==> config.mk <==
export PLATFORM = sky130hd
export DESIGN_NAME = decode_msg_buf_flat
export DESIGN_NICKNAME = d
export VERILOG_FILES = /design/src/rtl/decode_pkg.sv /design/src/rtl/decode_msg_buf_if.sv /design/src/rtl/decode_msg_bank.sv /design/src/rtl/decode_msg_buf.sv /design/src/flat_wrapper.sv
export SDC_FILE = /design/constraint.sdc
export NUM_CORES = 1
export LEC_CHECK = 0
export ABC_AREA = 1
export CORE_MARGIN = 2
export CORE_UTILIZATION = 53
export CTS_CLUSTER_DIAMETER = 120
export DETAILED_ROUTE_END_ITERATION = 7
export PLACE_DENSITY = 0.73
export SLEW_MARGIN = 20
export SYNTH_ARGS = -nofsm -noshare
export SYNTH_HDL_FRONTEND = slang
export SYNTH_SLANG_ARGS = --single-unit
==> constraint.sdc <==
create_clock -name clk -period 6.6 [get_ports clk]
set_clock_uncertainty 0.15 [all_clocks]
set_input_delay 1.65 -clock clk [delete_from_list [all_inputs] [get_ports clk]]
set_output_delay 1.65 -clock clk [all_outputs]
set_load 0.05 [all_outputs]
==> src/rtl/decode_pkg.sv <==
// Shared definitions for the decode message buffer: security-level encodings,
// message sizing and the words-per-message helper.
package decode_pkg;

  typedef enum logic [1:0] {
    SEC_LIGHT   = 2'b00,
    SEC_SABER   = 2'b01,
    SEC_FIRE    = 2'b10,
    SEC_INVALID = 2'b11
  } sec_lvl_e;

  localparam int MSG_WORDS_MAX = 4;
  localparam int IDX_W         = 2;
  localparam int WPM_W         = 3;

  // Invalid level yields 0 so it can never match a word count.
  function automatic logic [WPM_W-1:0] words_per_msg(input logic [1:0] sec_lvl);
    if (sec_lvl == SEC_INVALID)
      words_per_msg = '0;
    else
      words_per_msg = {1'b0, sec_lvl} + 3'd2;
  endfunction

endpackage

==> src/rtl/decode_msg_buf_if.sv <==
// Word stream in from the decode stage and out to the hash consumer.
interface decode_msg_buf_if #(
  parameter int DATA_W = 64
);
  logic [DATA_W-1:0] din;
  logic              din_val;
  logic [DATA_W-1:0] dout;
  logic              dout_val;
  logic              dout_last;
  logic              dout_ready;

  modport master (
    output din, din_val, dout_ready,
    input  dout, dout_val, dout_last
  );

  modport slave (
    input  din, din_val, dout_ready,
    output dout, dout_val, dout_last
  );
endinterface

==> src/rtl/decode_msg_bank.sv <==
// One message bank: up to MSG_WORDS_MAX words, the word count captured with
// the first word, and a full flag owned jointly by the write and read sides.
module decode_msg_bank
  import decode_pkg::*;
#(
  parameter int DATA_W = 64
) (
  input  logic              clk,
  input  logic              rst,
  input  logic              wr_en,
  input  logic [IDX_W-1:0]  wr_idx,
  input  logic [DATA_W-1:0] wr_data,
  input  logic [WPM_W-1:0]  wr_wpm,
  input  logic              set_full,
  input  logic              clr_full,
  input  logic [IDX_W-1:0]  rd_idx,
  output logic [DATA_W-1:0] rd_data,
  output logic [WPM_W-1:0]  wpm,
  output logic              full
);

  logic [DATA_W-1:0] mem [MSG_WORDS_MAX];
  logic [WPM_W-1:0]  wpm_reg;
  logic              full_reg;

  always_ff @(posedge clk) begin
    if (wr_en)
      mem[wr_idx] <= wr_data;
  end

  always_ff @(posedge clk) begin
    if (rst) begin
      wpm_reg  <= '0;
      full_reg <= 1'b0;
    end else begin
      if (wr_en && wr_idx == '0)
        wpm_reg <= wr_wpm;
      if (set_full)
        full_reg <= 1'b1;
      else if (clr_full)
        full_reg <= 1'b0;
    end
  end

  assign rd_data = mem[rd_idx];
  assign wpm     = wpm_reg;
  assign full    = full_reg;

endmodule

==> src/rtl/decode_msg_buf.sv <==
// Ping-pong message buffer between the decode stage and the hash consumer.
// Define DECODE_MSG_BUF_BSWAP_EN to byte-reverse dout for little-endian hash lanes.
module decode_msg_buf
  import decode_pkg::*;
#(
  parameter int DATA_W = 64,
  parameter int NBANK  = 2
) (
  input  logic             clk,
  input  logic             rst,
  input  logic [1:0]       sec_lvl,
  decode_msg_buf_if.slave  bus,
  output logic             overflow
);

  logic [NBANK-1:0]  bank_full;
  logic [DATA_W-1:0] bank_rd_data [NBANK];
  logic [WPM_W-1:0]  bank_wpm [NBANK];

  logic              wr_bank_reg;
  logic              rd_bank_reg;
  logic [IDX_W-1:0]  wr_cnt_reg;
  logic [IDX_W-1:0]  rd_cnt_reg;
  logic              overflow_reg;

  logic [WPM_W-1:0]  wr_wpm;
  logic              wr_accept;
  logic              wr_drop_full;
  logic              wr_last;
  logic              rd_xfer;
  logic              rd_last;
  logic [DATA_W-1:0] rd_word;
  logic [DATA_W-1:0] out_word;

  // The first word of a message takes its length from sec_lvl; later words
  // use the length the bank latched, so mid-message level changes are ignored.
  always_comb begin
    wr_wpm       = (wr_cnt_reg == '0) ? words_per_msg(sec_lvl) : bank_wpm[wr_bank_reg];
    wr_drop_full = bus.din_val && bank_full[wr_bank_reg];
    wr_accept    = bus.din_val && !bank_full[wr_bank_reg] &&
                   !(wr_cnt_reg == '0 && sec_lvl == SEC_INVALID);
    wr_last      = wr_accept && ({1'b0, wr_cnt_reg} == wr_wpm - 3'd1);
    rd_xfer      = bank_full[rd_bank_reg] && bus.dout_ready;
    rd_last      = ({1'b0, rd_cnt_reg} == bank_wpm[rd_bank_reg] - 3'd1);
  end

  generate
    for (genvar gi = 0; gi < NBANK; gi++) begin : g_bank
      localparam logic BANK_ID = 1'(gi);
      decode_msg_bank #(.DATA_W(DATA_W)) u_bank (
        .clk      (clk),
        .rst      (rst),
        .wr_en    (wr_accept && wr_bank_reg == BANK_ID),
        .wr_idx   (wr_cnt_reg),
        .wr_data  (bus.din),
        .wr_wpm   (wr_wpm),
        .set_full (wr_last && wr_bank_reg == BANK_ID),
        .clr_full (rd_xfer && rd_last && rd_bank_reg == BANK_ID),
        .rd_idx   (rd_cnt_reg),
        .rd_data  (bank_rd_data[gi]),
        .wpm      (bank_wpm[gi]),
        .full     (bank_full[gi])
      );
    end
  endgenerate

  always_ff @(posedge clk) begin
    if (rst) begin
      wr_bank_reg  <= 1'b0;
      rd_bank_reg  <= 1'b0;
      wr_cnt_reg   <= '0;
      rd_cnt_reg   <= '0;
      overflow_reg <= 1'b0;
    end else begin
      if (wr_drop_full)
        overflow_reg <= 1'b1;
      if (wr_last) begin
        wr_bank_reg <= ~wr_bank_reg;
        wr_cnt_reg  <= '0;
      end else if (wr_accept) begin
        wr_cnt_reg  <= wr_cnt_reg + 1'b1;
      end
      if (rd_xfer) begin
        if (rd_last) begin
          rd_bank_reg <= ~rd_bank_reg;
          rd_cnt_reg  <= '0;
        end else begin
          rd_cnt_reg  <= rd_cnt_reg + 1'b1;
        end
      end
    end
  end

  assign rd_word = bank_rd_data[rd_bank_reg];

`ifdef DECODE_MSG_BUF_BSWAP_EN
  generate
    for (genvar gi = 0; gi < DATA_W / 8; gi++) begin : g_bswap
      assign out_word[8*gi +: 8] = rd_word[DATA_W-8-8*gi +: 8];
    end
  endgenerate
`else
  assign out_word = rd_word;
`endif

  // Gate with full so dout reads 0 while nothing is held (bank data is not reset).
  assign bus.dout      = bank_full[rd_bank_reg] ? out_word : '0;
  assign bus.dout_val  = bank_full[rd_bank_reg];
  assign bus.dout_last = bank_full[rd_bank_reg] && rd_last;
  assign overflow      = overflow_reg;

endmodule
==> src/flat_wrapper.sv <==
// flat-port wrapper written by rule: the top's interface ports become plain ports
module decode_msg_buf_flat import decode_pkg::*;
#(
  parameter int DATA_W = 64,
  parameter int NBANK  = 2
)
  (clk, rst, sec_lvl, overflow, bus_din, bus_din_val, bus_dout_ready, bus_dout, bus_dout_val, bus_dout_last);
  decode_msg_buf_if #(.DATA_W(DATA_W)) bus_i ();
  input  logic clk;
  input  logic rst;
  input  logic [1:0] sec_lvl;
  output logic overflow;
  input wire logic [$bits(bus_i.din)-1:0] bus_din;
  input wire logic [$bits(bus_i.din_val)-1:0] bus_din_val;
  input wire logic [$bits(bus_i.dout_ready)-1:0] bus_dout_ready;
  output wire logic [$bits(bus_i.dout)-1:0] bus_dout;
  output wire logic [$bits(bus_i.dout_val)-1:0] bus_dout_val;
  output wire logic [$bits(bus_i.dout_last)-1:0] bus_dout_last;
  assign bus_i.din = bus_din;
  assign bus_i.din_val = bus_din_val;
  assign bus_i.dout_ready = bus_dout_ready;
  assign bus_dout = bus_i.dout;
  assign bus_dout_val = bus_i.dout_val;
  assign bus_dout_last = bus_i.dout_last;
  decode_msg_buf #(.DATA_W(DATA_W), .NBANK(NBANK)) u_core (.clk(clk), .rst(rst), .sec_lvl(sec_lvl), .bus(bus_i), .overflow(overflow));
endmodule
==> flow_metrics.tcl <==
set metrics [dict create \
    run_status "complete, no violations" \
    multiInputGateArea_sq_um 4610 \
    cts.root.buffer_cell "sky130_fd_sc_hd__clkbuf_16" \
    yosys-top-cells-area "sky130_fd_sc_hd__edfxtp_1, sky130_fd_sc_hd__nor2_1, sky130_fd_sc_hd__o21ai_0, sky130_fd_sc_hd__a31oi_1, sky130_fd_sc_hd__o21ai_1" \
    layout-drive-gt1-share_pct 6.38 \
    hold_path_end "u_core.g_bank[1].u_bank.full" \
    power.density_nw_per_um2 318 \
    largest_register_ffs 512 \
    maxSlewViolCount 0 \
    io-pin-count 137 \
    layout.cell_area.non_filler_sq_um 24500 \
    largest_family_of_logic_cells_by_synthesized_area "compound AO/OA/AOI/OAI gates" \
    timing.critical_path.slowest_stage_cell "sky130_fd_sc_hd__clkdlybuf4s50_1" \
    synth_common_cells "sky130_fd_sc_hd__edfxtp_1, sky130_fd_sc_hd__nor2_1, sky130_fd_sc_hd__o21ai_0, sky130_fd_sc_hd__o21ai_1, sky130_fd_sc_hd__a31oi_1" \
    syn_area_sq_um 21000 \
    grt_first_pass_wirelength_mm 72.0 \
    clock_net_sink_count 529 \
    synthToLayoutAreaGrowth_pct 16.9 \
    num_vias 13200 \
    cts-buffers-inserted 51 \
    die_area_sq_um 41200 \
    synth.lib_cells_used.distinct 26 \
    timing.max_slew.rel_slack_pct 36.3 \
    yosysSeqAreaShare_pct 75.0 \
    critical_path_required_ps 4800 \
    path_clk_slew_ps 60 \
    cts_setup_buffers 0 \
    post-synth-top-area-fraction_pct 73.4 \
    synth_enable_flop_cells 512 \
    start_util_pct 54.0 \
    yosys.cell_count.top_type "sky130_fd_sc_hd__edfxtp_1" \
    placement.cell_area_sq_um 22700 \
    globalRoute.totalOverflow 0 \
    resize_count_post_cts 0 \
    detailed_router_s_first_iteration_violation_count 1198 \
    die_x_um 203 \
    synth_simple_gate_area_share_pct 9.65 \
    bufs_and_invs_on_worst_path 3 \
    core_sq_um 38800 \
    timing_worst_slew_pin_value_ps 955 \
    fin_tns_setup_ps 0 \
    setup_crit_end_kind "output port" \
    holdBufCountCts 0 \
    startpoint_of_the_worst_hold_path "u_core.g_bank[1].u_bank.full" \
    cts_h_tree_depth 2 \
    grt_antenna_before_repair 3 \
    cp_max_fo 137 \
    ff_latch_area_sq_um 15700 \
    worstSkewPairLatency_ps 600 \
    worstSetupPathType "reg -> out" \
    p_leak_nw 8.04 \
    syn-num-nets 1750 \
    rows 72 \
    rsz_0062_raised_after_global_routing "false" \
    grt_use_total_pct 22.7 \
    worstHoldPathType "reg -> reg" \
    max_freq_mhz 181 \
    first_global_vias 13200 \
    setup.worst_path.start_class "flip-flop" \
    placement.io_buffers 136 \
    route.antenna.remaining_nets 0 \
    total_iterations_of_the_first_detailed_routing_run 5 \
    final_period_minus_worst_setup_slack_ps 5530 \
    rr_endpoint "u_core.g_bank[0].u_bank.mem[3][19]" \
    max_cap_violations 0 \
    synth_area_per_cell_sq_um 12.5 \
    yosys_most_used_dff "sky130_fd_sc_hd__edfxtp_1" \
    detailed_place_hpwl_mm 22.7 \
    pin_count_of_the_biggest_net_entering_global_routing 257 \
    hold_viol 0 \
    post_synth_fa_ha_maj_area_fraction_pct 0.358 \
    synthXorXnorAreaFrac_pct 0.125 \
    kind_of_cell_adding_the_most_delay_to_the_critical_path "buffers and inverters" \
    worst_r2r_path_depth 8 \
    clock_tree.buffer_depth 3 \
    r2r_slack_ps 3270 \
    postSynthRegisterBits 529 \
    synth_compound_gate_area_share_pct 11.6 \
    max-vdd-ir-drop_mv 0.232 \
    die-height_um 203 \
    total_wire_length_mm 46.5 \
    crit_path_cell_trace "buf_12 -> buf_16 -> nor2_1 -> nor2_1 -> o21ai_0 -> o21ai_1 -> o21ai_0 -> a31oi_1 -> clkdlybuf4s50_1" \
    synth_warnings 0 \
    ys_async_sr_fraction_pct 0 \
    cts_tree "done" \
    hold_depth 2 \
    critical-path-max-stage-delay_ps 870 \
    routed_wire_length_per_instance_um 19.9 \
    synth_mux_area_share_pct 0 \
    finalSetupViolations 0 \
    timing.rr.start "u_core.wr_cnt_reg[0]" \
    fillCellCount 2829 \
    synth.largest_area_cell "sky130_fd_sc_hd__edfxtp_1" \
    timing.hold.ws_ps 330 \
    final_cycle_share_pct 83.8 \
    cp.arrival_ps 3730 \
    drt_drc_violations_left 0 \
    gp_congestion 0.845 \
    synthCells 1674 \
    avg_vias_per_cell 5.66 \
    layout.nets 1855 \
]
how the worst max path moves through the flow:
stage,from,endpoint,cells after the start
floorplan,sec_lvl[0],u_core.g_bank[0].u_bank.mem[1][0],5
global placement,flip-flop,bus_dout[33],8
detailed placement,flip-flop,bus_dout[62],8
CTS,flip-flop,bus_dout[33],8
global route,flip-flop,bus_dout[33],9
finish,flip-flop,bus_dout[33],9
cells by family after synthesis:
logic type | after synthesis
adder cells (fa/ha/maj) | 6
AO/OA/AOI/OAI | 471
XOR/XNOR | 3
flip-flops | 529
buffers and inverters | 137
AND/OR/NAND/NOR | 528
report_power, final:
| part | internal, mW | total [mW] | switching (mW) |
|---|---|---|---|
| registers | 3.87 | 3.91 | 0.0433 |
| clock network | 1.82 | 3.04 | 1.22 |
| logic | 0.250 | 0.852 | 0.602 |
per-layer routing:
metal | vias to the layer above | global-route usage, % | share of wire (%)
met5 | - | 0 | 0.034
met4 | 2 | 7.69 | 2.4
met3 | 75 | 4.24 | 6.6
met2 | 428 | 37.3 | 49
met1 | 6468 | 30.7 | 42
li1 | 6248 | - | -
cell usage in the layout, fill, tap and decap left out, types with 4 or more instances in the layout:
| cell type | synthesis | layout |
|---|---|---|
| sky130_fd_sc_hd__dfxtp_1 | 17 | 15 |
| sky130_fd_sc_hd__nor2_4 | 0 | 6 |
| sky130_fd_sc_hd__clkinv_2 | 0 | 9 |
| sky130_fd_sc_hd__inv_2 | 6 | 4 |
| sky130_fd_sc_hd__a31oi_1 | 65 | 65 |
| sky130_fd_sc_hd__edfxtp_1 | 512 | 512 |
| sky130_fd_sc_hd__clkinv_1 | 0 | 8 |
| sky130_fd_sc_hd__inv_1 | 24 | 23 |
| sky130_fd_sc_hd__ha_1 | 6 | 6 |
| sky130_fd_sc_hd__nand3_1 | 14 | 14 |
| sky130_fd_sc_hd__clkbuf_1 | 48 | 7 |
| sky130_fd_sc_hd__buf_4 | 26 | 15 |
| sky130_fd_sc_hd__clkdlybuf4s50_1 | 0 | 136 |
| sky130_fd_sc_hd__bufinv_16 | 0 | 10 |
| sky130_fd_sc_hd__a21oi_1 | 12 | 12 |
| sky130_fd_sc_hd__buf_12 | 0 | 6 |
| sky130_fd_sc_hd__clkbuf_16 | 0 | 51 |
| sky130_fd_sc_hd__o21ai_1 | 80 | 80 |
| sky130_fd_sc_hd__nor2_1 | 462 | 456 |
| sky130_fd_sc_hd__o21ai_0 | 314 | 314 |
| sky130_fd_sc_hd__nand2_1 | 45 | 45 |
layout make-up:
cell class / instances / share of cell area (%)
Clock buffer: 58 / 5.31
Clock inverter: 33 / 1.86
Multi-Input combinational cell: 1008 / 18.8
Inverter: 30 / 0.495
Sequential cell: 529 / 64.1
Antenna cell: 2 / 0.0204
Timing Repair Buffer: 159 / 6.73
Tap cell: 518 / 2.64
worst reg2reg max path, delay by kind of cell, from the launching register on:
kind | cells | cell delay [ps]
AND/OR/NAND/NOR | 4 | 1190
buffers and inverters | 3 | 860
flip-flops | 1 | 420
adder cells (fa/ha/maj) | 1 | 330
stage by stage:
stage	setup WS [ps]	util [%]	cells	power, mW
after CTS	1170	63.0	2333	7.86
final	1070	63.1	2337	7.80
after global routing	861	63.1	2337	8.08
after global placement	1850	58.4	2242	4.81
after detailed placement	1830	58.4	2242	4.83
after floorplan	1230	-	1674	4.52
No activity file was read; power rests on OpenSTA's default activity.
